$ cat config.mk
export PLATFORM = sky130hd
export DESIGN_NAME = ctrl_pulse_encoder
export DESIGN_NICKNAME = d
export VERILOG_FILES = /design/src/rtl/ctrl_pkg.sv /design/src/rtl/ctrl_cmd_fifo.sv /design/src/rtl/ctrl_pulse_encoder.sv
export SDC_FILE = /design/constraint.sdc
export NUM_CORES = 1
export LEC_CHECK = 0
export CAP_MARGIN = 25
export CELL_PAD_IN_SITES_DETAIL_PLACEMENT = 1
export CELL_PAD_IN_SITES_GLOBAL_PLACEMENT = 2
export CORE_ASPECT_RATIO = 0.8
export CORE_UTILIZATION = 42
export CTS_BUF_LIST = sky130_fd_sc_hd__clkbuf_4 sky130_fd_sc_hd__clkbuf_8
export DETAILED_ROUTE_END_ITERATION = 6
export PLACE_DENSITY_LB_ADDON = 0.12
export SETUP_SLACK_MARGIN = 0.05
export SLEW_MARGIN = 20
export SYNTH_ARGS = -nofsm -noshare
export SYNTH_HDL_FRONTEND = slang
export SYNTH_HIERARCHICAL = 1
export SYNTH_SLANG_ARGS = --single-unit
$ cat constraint.sdc
create_clock -name clk -period 3 [get_ports clk]
set_input_delay 0.9 -clock clk [delete_from_list [all_inputs] [get_ports clk]]
set_output_delay 0.9 -clock clk [all_outputs]
set_load 0.03 [all_outputs]
$ cat src/rtl/ctrl_pkg.sv
// Shared definitions for the pulse-width-coded counter control line.
// Both the encoder and the downstream counter decoder import this package,
// so the command encoding and pulse widths always stay in step.
package ctrl_pkg;

  // Command encoding carried on the 2-bit command bus
  typedef enum logic [1:0] {
    CMD_RESET = 2'b00,
    CMD_DOWN  = 2'b01,
    CMD_UP    = 2'b10,
    CMD_RSVD  = 2'b11
  } cmd_t;

  // Default pulse widths (cycles of ctrl high) for each command
  localparam int W_RESET = 1;
  localparam int W_DOWN  = 2;
  localparam int W_UP    = 3;

  // Default queue depth and minimum low gap after a pulse
  localparam int DEF_DEPTH = 4;
  localparam int DEF_GAP   = 2;

  // Pulse width that encodes a command; reserved commands produce no pulse
  function automatic int width_of(input cmd_t c);
    int w;
    case (c)
      CMD_RESET: w = W_RESET;
      CMD_DOWN:  w = W_DOWN;
      CMD_UP:    w = W_UP;
      default:   w = 0;
    endcase
    return w;
  endfunction

  // Larger of two integers, used to size down-counters
  function automatic int max_of(input int a, input int b);
    int m;
    if (a > b) begin
      m = a;
    end else begin
      m = b;
    end
    return m;
  endfunction

endpackage

$ cat src/rtl/ctrl_cmd_fifo.sv
// DEPTH x 2-bit synchronous command FIFO.
// Pointers carry one extra wrap bit so full and empty are distinguishable
// without a separate occupancy counter. No bypass: a word written on one
// edge can be read out on the following edge at the earliest.
module ctrl_cmd_fifo
  import ctrl_pkg::*;
#(
  parameter int DEPTH = DEF_DEPTH
) (
  input  logic clk,
  input  logic rst,
  input  logic push,
  input  cmd_t wdata,
  input  logic pop,
  output cmd_t rdata,
  output logic full,
  output logic empty
);

  localparam int AW = $clog2(DEPTH);

  logic [AW:0] wr_ptr;
  logic [AW:0] rd_ptr;
  cmd_t        mem [DEPTH];

  logic do_push;
  logic do_pop;

  assign do_push = push && !full;
  assign do_pop  = pop && !empty;

  // Advance read/write pointers; reset flushes the queue
  always_ff @(posedge clk) begin
    if (!rst) begin
      wr_ptr <= {(AW + 1){1'b0}};
      rd_ptr <= {(AW + 1){1'b0}};
    end else begin
      if (do_push) begin
        wr_ptr <= wr_ptr + (AW + 1)'(1);
      end
      if (do_pop) begin
        rd_ptr <= rd_ptr + (AW + 1)'(1);
      end
    end
  end

  // Storage write; contents need no reset because the pointers gate them
  always_ff @(posedge clk) begin
    if (rst && do_push) begin
      mem[wr_ptr[AW-1:0]] <= wdata;
    end
  end

  assign rdata = mem[rd_ptr[AW-1:0]];
  assign empty = (wr_ptr == rd_ptr);
  assign full  = (wr_ptr[AW] != rd_ptr[AW]) &&
                 (wr_ptr[AW-1:0] == rd_ptr[AW-1:0]);

endmodule

$ cat src/rtl/ctrl_pulse_encoder.sv
// Upstream driver for the pulse-width-coded counter control line.
// Commands arrive over valid/ready into a small FIFO, then are serialised
// one at a time onto 'ctrl' as a high pulse whose length encodes the
// command, followed by a guaranteed low gap so the counter can decode each
// pulse on its falling edge. Reserved commands are flagged and dropped.
module ctrl_pulse_encoder
  import ctrl_pkg::*;
#(
  parameter int DEPTH   = DEF_DEPTH,
  parameter int GAP     = DEF_GAP,
  parameter int W_RESET = width_of(CMD_RESET),
  parameter int W_DOWN  = width_of(CMD_DOWN),
  parameter int W_UP    = width_of(CMD_UP)
) (
  input  logic       clk,
  input  logic       rst,
  input  logic       cmd_valid,
  input  logic [1:0] cmd,
  output logic       cmd_ready,
  output logic       ctrl,
  output logic       busy,
  output logic       done,
  output logic       err
);

  // Counter must hold the longest pulse or gap minus one
  localparam int MAXW = max_of(max_of(W_UP, GAP), max_of(W_DOWN, W_RESET));
  localparam int CW   = (MAXW > 1) ? $clog2(MAXW) : 1;

  localparam logic [CW-1:0] GAP_LOAD = CW'(GAP - 1);
  localparam logic [CW-1:0] CNT_ONE  = CW'(1);
  localparam logic [CW-1:0] CNT_ZERO = {CW{1'b0}};

  localparam logic [1:0] ST_IDLE  = 2'd0;
  localparam logic [1:0] ST_PULSE = 2'd1;
  localparam logic [1:0] ST_GAP   = 2'd2;

  logic          full;
  logic          empty;
  logic          push;
  logic          pop;
  cmd_t          head;
  cmd_t          cmd_in;

  logic [1:0]    state;
  logic [1:0]    state_next;
  logic [CW-1:0] cnt;
  logic [CW-1:0] cnt_next;
  logic          ctrl_next;
  logic          done_next;

  // Counter preload for a command: its pulse width minus one
  function automatic logic [CW-1:0] load_of(input cmd_t c);
    logic [CW-1:0] v;
    case (c)
      CMD_RESET: v = CW'(W_RESET - 1);
      CMD_DOWN:  v = CW'(W_DOWN - 1);
      CMD_UP:    v = CW'(W_UP - 1);
      default:   v = CNT_ZERO;
    endcase
    return v;
  endfunction

  assign cmd_in = cmd_t'(cmd);
  assign push   = cmd_valid && !full;

  ctrl_cmd_fifo #(
    .DEPTH (DEPTH)
  ) u_fifo (
    .clk   (clk),
    .rst   (rst),
    .push  (push),
    .wdata (cmd_in),
    .pop   (pop),
    .rdata (head),
    .full  (full),
    .empty (empty)
  );

  // Pulse sequencer: pop a command, hold ctrl high for its width, then hold low for the gap
  always_comb begin
    state_next = state;
    cnt_next   = cnt;
    ctrl_next  = 1'b0;
    done_next  = 1'b0;
    pop        = 1'b0;
    case (state)
      ST_IDLE: begin
        if (!empty) begin
          pop = 1'b1;
          if (head == CMD_RSVD) begin
            state_next = ST_IDLE;
          end else begin
            ctrl_next  = 1'b1;
            cnt_next   = load_of(head);
            state_next = ST_PULSE;
          end
        end else begin
          state_next = ST_IDLE;
        end
      end
      ST_PULSE: begin
        if (cnt == CNT_ZERO) begin
          ctrl_next  = 1'b0;
          cnt_next   = GAP_LOAD;
          state_next = ST_GAP;
        end else begin
          ctrl_next  = 1'b1;
          cnt_next   = cnt - CNT_ONE;
        end
      end
      ST_GAP: begin
        if (cnt == CNT_ZERO) begin
          done_next  = 1'b1;
          state_next = ST_IDLE;
        end else begin
          cnt_next   = cnt - CNT_ONE;
        end
      end
      default: begin
        state_next = ST_IDLE;
        cnt_next   = CNT_ZERO;
      end
    endcase
  end

  // Sequencer state and registered line outputs; reset drops ctrl at once
  always_ff @(posedge clk) begin
    if (!rst) begin
      state <= ST_IDLE;
      cnt   <= CNT_ZERO;
      ctrl  <= 1'b0;
      done  <= 1'b0;
    end else begin
      state <= state_next;
      cnt   <= cnt_next;
      ctrl  <= ctrl_next;
      done  <= done_next;
    end
  end

  // Sticky flag raised when a reserved command is accepted
  always_ff @(posedge clk) begin
    if (!rst) begin
      err <= 1'b0;
    end else if (push && (cmd_in == CMD_RSVD)) begin
      err <= 1'b1;
    end else begin
      err <= err;
    end
  end

  assign cmd_ready = !full;
  assign busy      = (state != ST_IDLE) || !empty;

endmodule

==> results of run 1 <==
-- flip-flops by register name, indices dropped and copies added (netlist names), named ones only --
register,count
cnt,2
ctrl,1
u_fifo/rd_ptr,3
state,2
u_fifo/wr_ptr,3
u_fifo/mem,8
err,1
done,1
-- kinds of logic after synthesis --
family	synth area share
XOR/XNOR	0.0412
buffers and inverters	0.0579
adder cells (fa/ha/maj)	0.0687
multiplexers	0.0353
AO/OA/AOI/OAI	0.164
flip-flops	0.424
AND/OR/NAND/NOR	0.209
-- worst max-delay path by stage --
stage                          start        end  slack [ps]  cells past startpoint
floorplan           u_fifo/wr_ptr[0]       busy         720                      4
global placement    u_fifo/rd_ptr[0]       busy         260                      5
detailed placement  u_fifo/rd_ptr[0]       busy         180                      5
CTS                 u_fifo/rd_ptr[0]       busy          60                      5
global route        u_fifo/wr_ptr[2]  cmd_ready          80                      5
finish              u_fifo/wr_ptr[2]  cmd_ready         210                      5
-- per-stage QoR --
step                utilization  setup slack, ps  instance area [sq um]
CTS                       0.524             57.2                   1480
global placement          0.502              256                   1420
floorplan                     -              718                   1270
global route              0.533             81.7                   1510
detailed placement        0.502              176                   1420
finish                    0.533              212                   1510
-- worst register-to-register path, stage by stage (launching register included) --
cell and delay, ps:
dfxtp_1 460, xor2_2 250, buf_4 170, nor2_1 50, buf_4 150, nor3_1 510
nand2_1 180, a211o_1 300, a31oi_1 150
-- metal layers --
layer / GRT usage / up-vias
li1: - / 495
met1: 0.264 / 492
met4: 0.0265 / 0
met3: 0.0402 / 0
met2: 0.335 / 5
met5: 0 / -
-- power by group --
part	internal, W	total, W	leakage (nW)	switching (W)
Clock	0.0000925	0.000190	0.0255	0.0000976
Sequential	0.000394	0.000480	0.196	0.0000864
Combinational	0.000301	0.000701	0.371	0.000400
Total	0.000787	0.00137	0.593	0.000584
-- what timing repair did --
item / 4_1_cts / 5_1_grt
endpoints found under the setup margin: 2 / 2
gates resized for setup: 2 / 5
setup buffers: 0 / 0
pin swaps: 0 / 1
-- area by class of cell --
cell class              instances  area (sq um)  share of cell area
inverters                      10          37.5              0.0249
flip-flops and latches         23           543               0.360
multi-input cells              87           694               0.461
well taps                      38          47.5              0.0316
clock inverters                 1          5.00             0.00332
clock buffers                   3          41.3              0.0274
repair buffers                 15           138              0.0914
-- cell usage after synthesis --
cell,instances,area share
a211o_1,2,0.014
a211oi_1,1,0.0059
a211oi_2,1,0.0098
a21oi_1,3,0.012
a31oi_1,5,0.025
a41o_1,1,0.0079
a41oi_1,2,0.014
and2_1,1,0.0049
and2_2,1,0.0059
and3_1,1,0.0049
and3b_1,2,0.014
and3b_2,2,0.016
and4_1,4,0.027
buf_4,2,0.012
buf_6,1,0.0088
clkbuf_2,2,0.0079
dfxtp_1,15,0.24
edfxtp_1,8,0.19
ha_1,7,0.069
inv_1,10,0.029
mux4_2,2,0.035
nand2_1,9,0.026
nand2b_1,1,0.0049
nand3_1,6,0.024
nand4_1,2,0.0098
nor2_1,3,0.0088
nor2b_1,3,0.015
nor2b_4,1,0.011
nor3_1,1,0.0039
nor4_1,1,0.0049
nor4b_1,1,0.0069
o211a_1,2,0.016
o211ai_1,5,0.029
o21ai_0,5,0.020
o22ai_1,1,0.0049
o41ai_1,1,0.0069
or2_2,1,0.0049
or2b_1,1,0.0059
or3_1,1,0.0049
or4_1,1,0.0059
xnor2_1,3,0.021
xor2_1,3,0.021
==> results by group, run 1 <==
Outcome
  • Outcome: finished, final reports clean

Floorplanning
  • IO Pins: 10
  • Die area: 0.00326 sq mm
  • Rows: 17
  • Die Height: 51.3 microns
  • Core ar.: 0.00283 sq mm
  • Die X: between 60 and 70 microns
  • Initial Util: 0.451

Setup path
  • Slowest CP cell: clkdlybuf4s50_1
  • Critical-path cell list: xor2_2 > nand3_1 > inv_1 > inv_1 > clkdlybuf4s50_1
  • CP bufs+invs: 3
  • Worst Path Max Fanout: 5
  • Critical path arrival: around 1900 ps
  • CP peak stage delay: about 580 ps
  • Required time worst endpoint: between 2000 and 2500 ps
  • CP Class: reg2out
  • R2r setup slk: 720 ps
  • Delay-heaviest family, CP: buffers and inverters
  • Reg2reg path depth: 8
  • CP endpoint kind: output pin
  • Worst setup SP type: register
  • FF-to-FF Start: u_fifo/wr_ptr[2]
  • Worst reg2reg endpoint: u_fifo/rd_ptr[2]
  • Cell mode on critical path: inv_1

Global routing
  • GRT Overall Usage: 0.197
  • Vias in the first global route: 1021
  • Grt ovf: 0
  • First-pass GRT wire length: 4890 microns
  • Initial antenna violation count: 0
  • Largest net degree at the start of global routing: 15

Detailed routing
  • Highest routed metal layer: met3
  • Met1 wire length: ~1500 microns
  • WL met3: 51 microns
  • Metal2 WL: 1380 microns
  • Final ANT Viol Nets: 0
  • Vias per cell: 5.60
  • 1st-iter DRT viols: 42
  • Routed Wire Length: 2910 microns
  • Wire length per cell: 16.4 microns
  • DRC viols: 0
  • 1st-pass router iterations: 4
  • Routed via count: 992

STA
  • Fin Clk Skew: roughly 1.3 ps
  • Fin. max-slew vios: 0
  • Setup TNS: 0 ps
  • Minimum clock period: 2790 ps
  • Final setup viols: 0
  • Fmax achieved: 359 MHz
  • RSZ-0062 raised after global routing: no
  • Relative slew slack: 0.554
  • Crit share post-route: 0.929
  • Final Hold Viols: 0
  • Hold Worst Slack: 514 ps
  • Worst slew pin tran: 664 ps

Logic synthesis
  • Syn nets: 137
  • Synth Area per Inst: 10.2 sq um
  • Seq cells post-synth: 23
  • Yosys cell types: 42
  • Cell Area, Synth: roughly 0.0013 sq mm
  • Mapped Cells: 125
  • Yosys Warn Count: 6
  • Sequential fraction of the synthesis area: 0.424

Worst hold path
  • Depth of the worst hold-timing path: 2
  • Hold Path Class: reg2reg
  • Hold wc startpoint: err
  • Hold Path Sink: err

Clocking
  • Root buffer cell: clkbuf_8
  • Clock Latency Late Sink: between 200 and 300 ps
  • CTS Hold Buffers Added: 0
  • Clock tree from TritonCTS: yes
  • Clock Path Buffers: 2
  • Clock sink count: 23
  • Clock-pin slew on the worst setup and hold paths: 80 ps
  • Cts bufs inserted: 3
  • CTS H-tree lvls: 1

Power
  • Worst VDD drop: 0.430 mV
  • Tot Pwr: between 0.001 and 0.0015 W
  • PwrDens: 910 mW/mm^2
  • Leak Pwr: a little under 0.6 nW

Placement
  • Port bufs: 9
  • HPWL Detailed: 2250 microns
  • Placed Cells: roughly 170
  • GP Congestion: 0.773

Cells and area
  • Commonest non-fill, non-tap cell in the layout: dfxtp_1
  • Final #Nets: 152
  • Final Non-Filler Cells: approximately 180
  • Most frequent cells in the layout: dfxtp_1, inv_1, nand2_1
  • P&R area growth vs syn: 18.2%
  • Number of fill cells: 314
  • Share of layout cells above drive strength 1: 0.165
  • ANT cells: 0

Flow run
  • Max-cap viol count: 0
No activity file was read; power rests on OpenSTA's default activity.
==> run 2, diff against run 1 <==
--- a/config.mk
+++ b/config.mk
@@ -11,6 +11,7 @@
 export CORE_ASPECT_RATIO = 0.8
 export CORE_UTILIZATION = 42
 export CTS_BUF_LIST = sky130_fd_sc_hd__clkbuf_4 sky130_fd_sc_hd__clkbuf_8
+export CTS_CLUSTER_SIZE = 20
 export DETAILED_ROUTE_END_ITERATION = 6
 export PLACE_DENSITY_LB_ADDON = 0.12
 export SETUP_SLACK_MARGIN = 0.05
==> results of run 2 <==
Final layout, timing and power as in run 1 (identical DEF).
==> run 3, diff against run 2 <==
--- a/config.mk
+++ b/config.mk
@@ -11,6 +11,7 @@
 export CORE_ASPECT_RATIO = 0.8
 export CORE_UTILIZATION = 42
 export CTS_BUF_LIST = sky130_fd_sc_hd__clkbuf_4 sky130_fd_sc_hd__clkbuf_8
+export CTS_CLUSTER_DIAMETER = 50
 export CTS_CLUSTER_SIZE = 20
 export DETAILED_ROUTE_END_ITERATION = 6
 export PLACE_DENSITY_LB_ADDON = 0.12
==> results of run 3 <==
Final layout, timing and power as in run 1 (identical DEF).
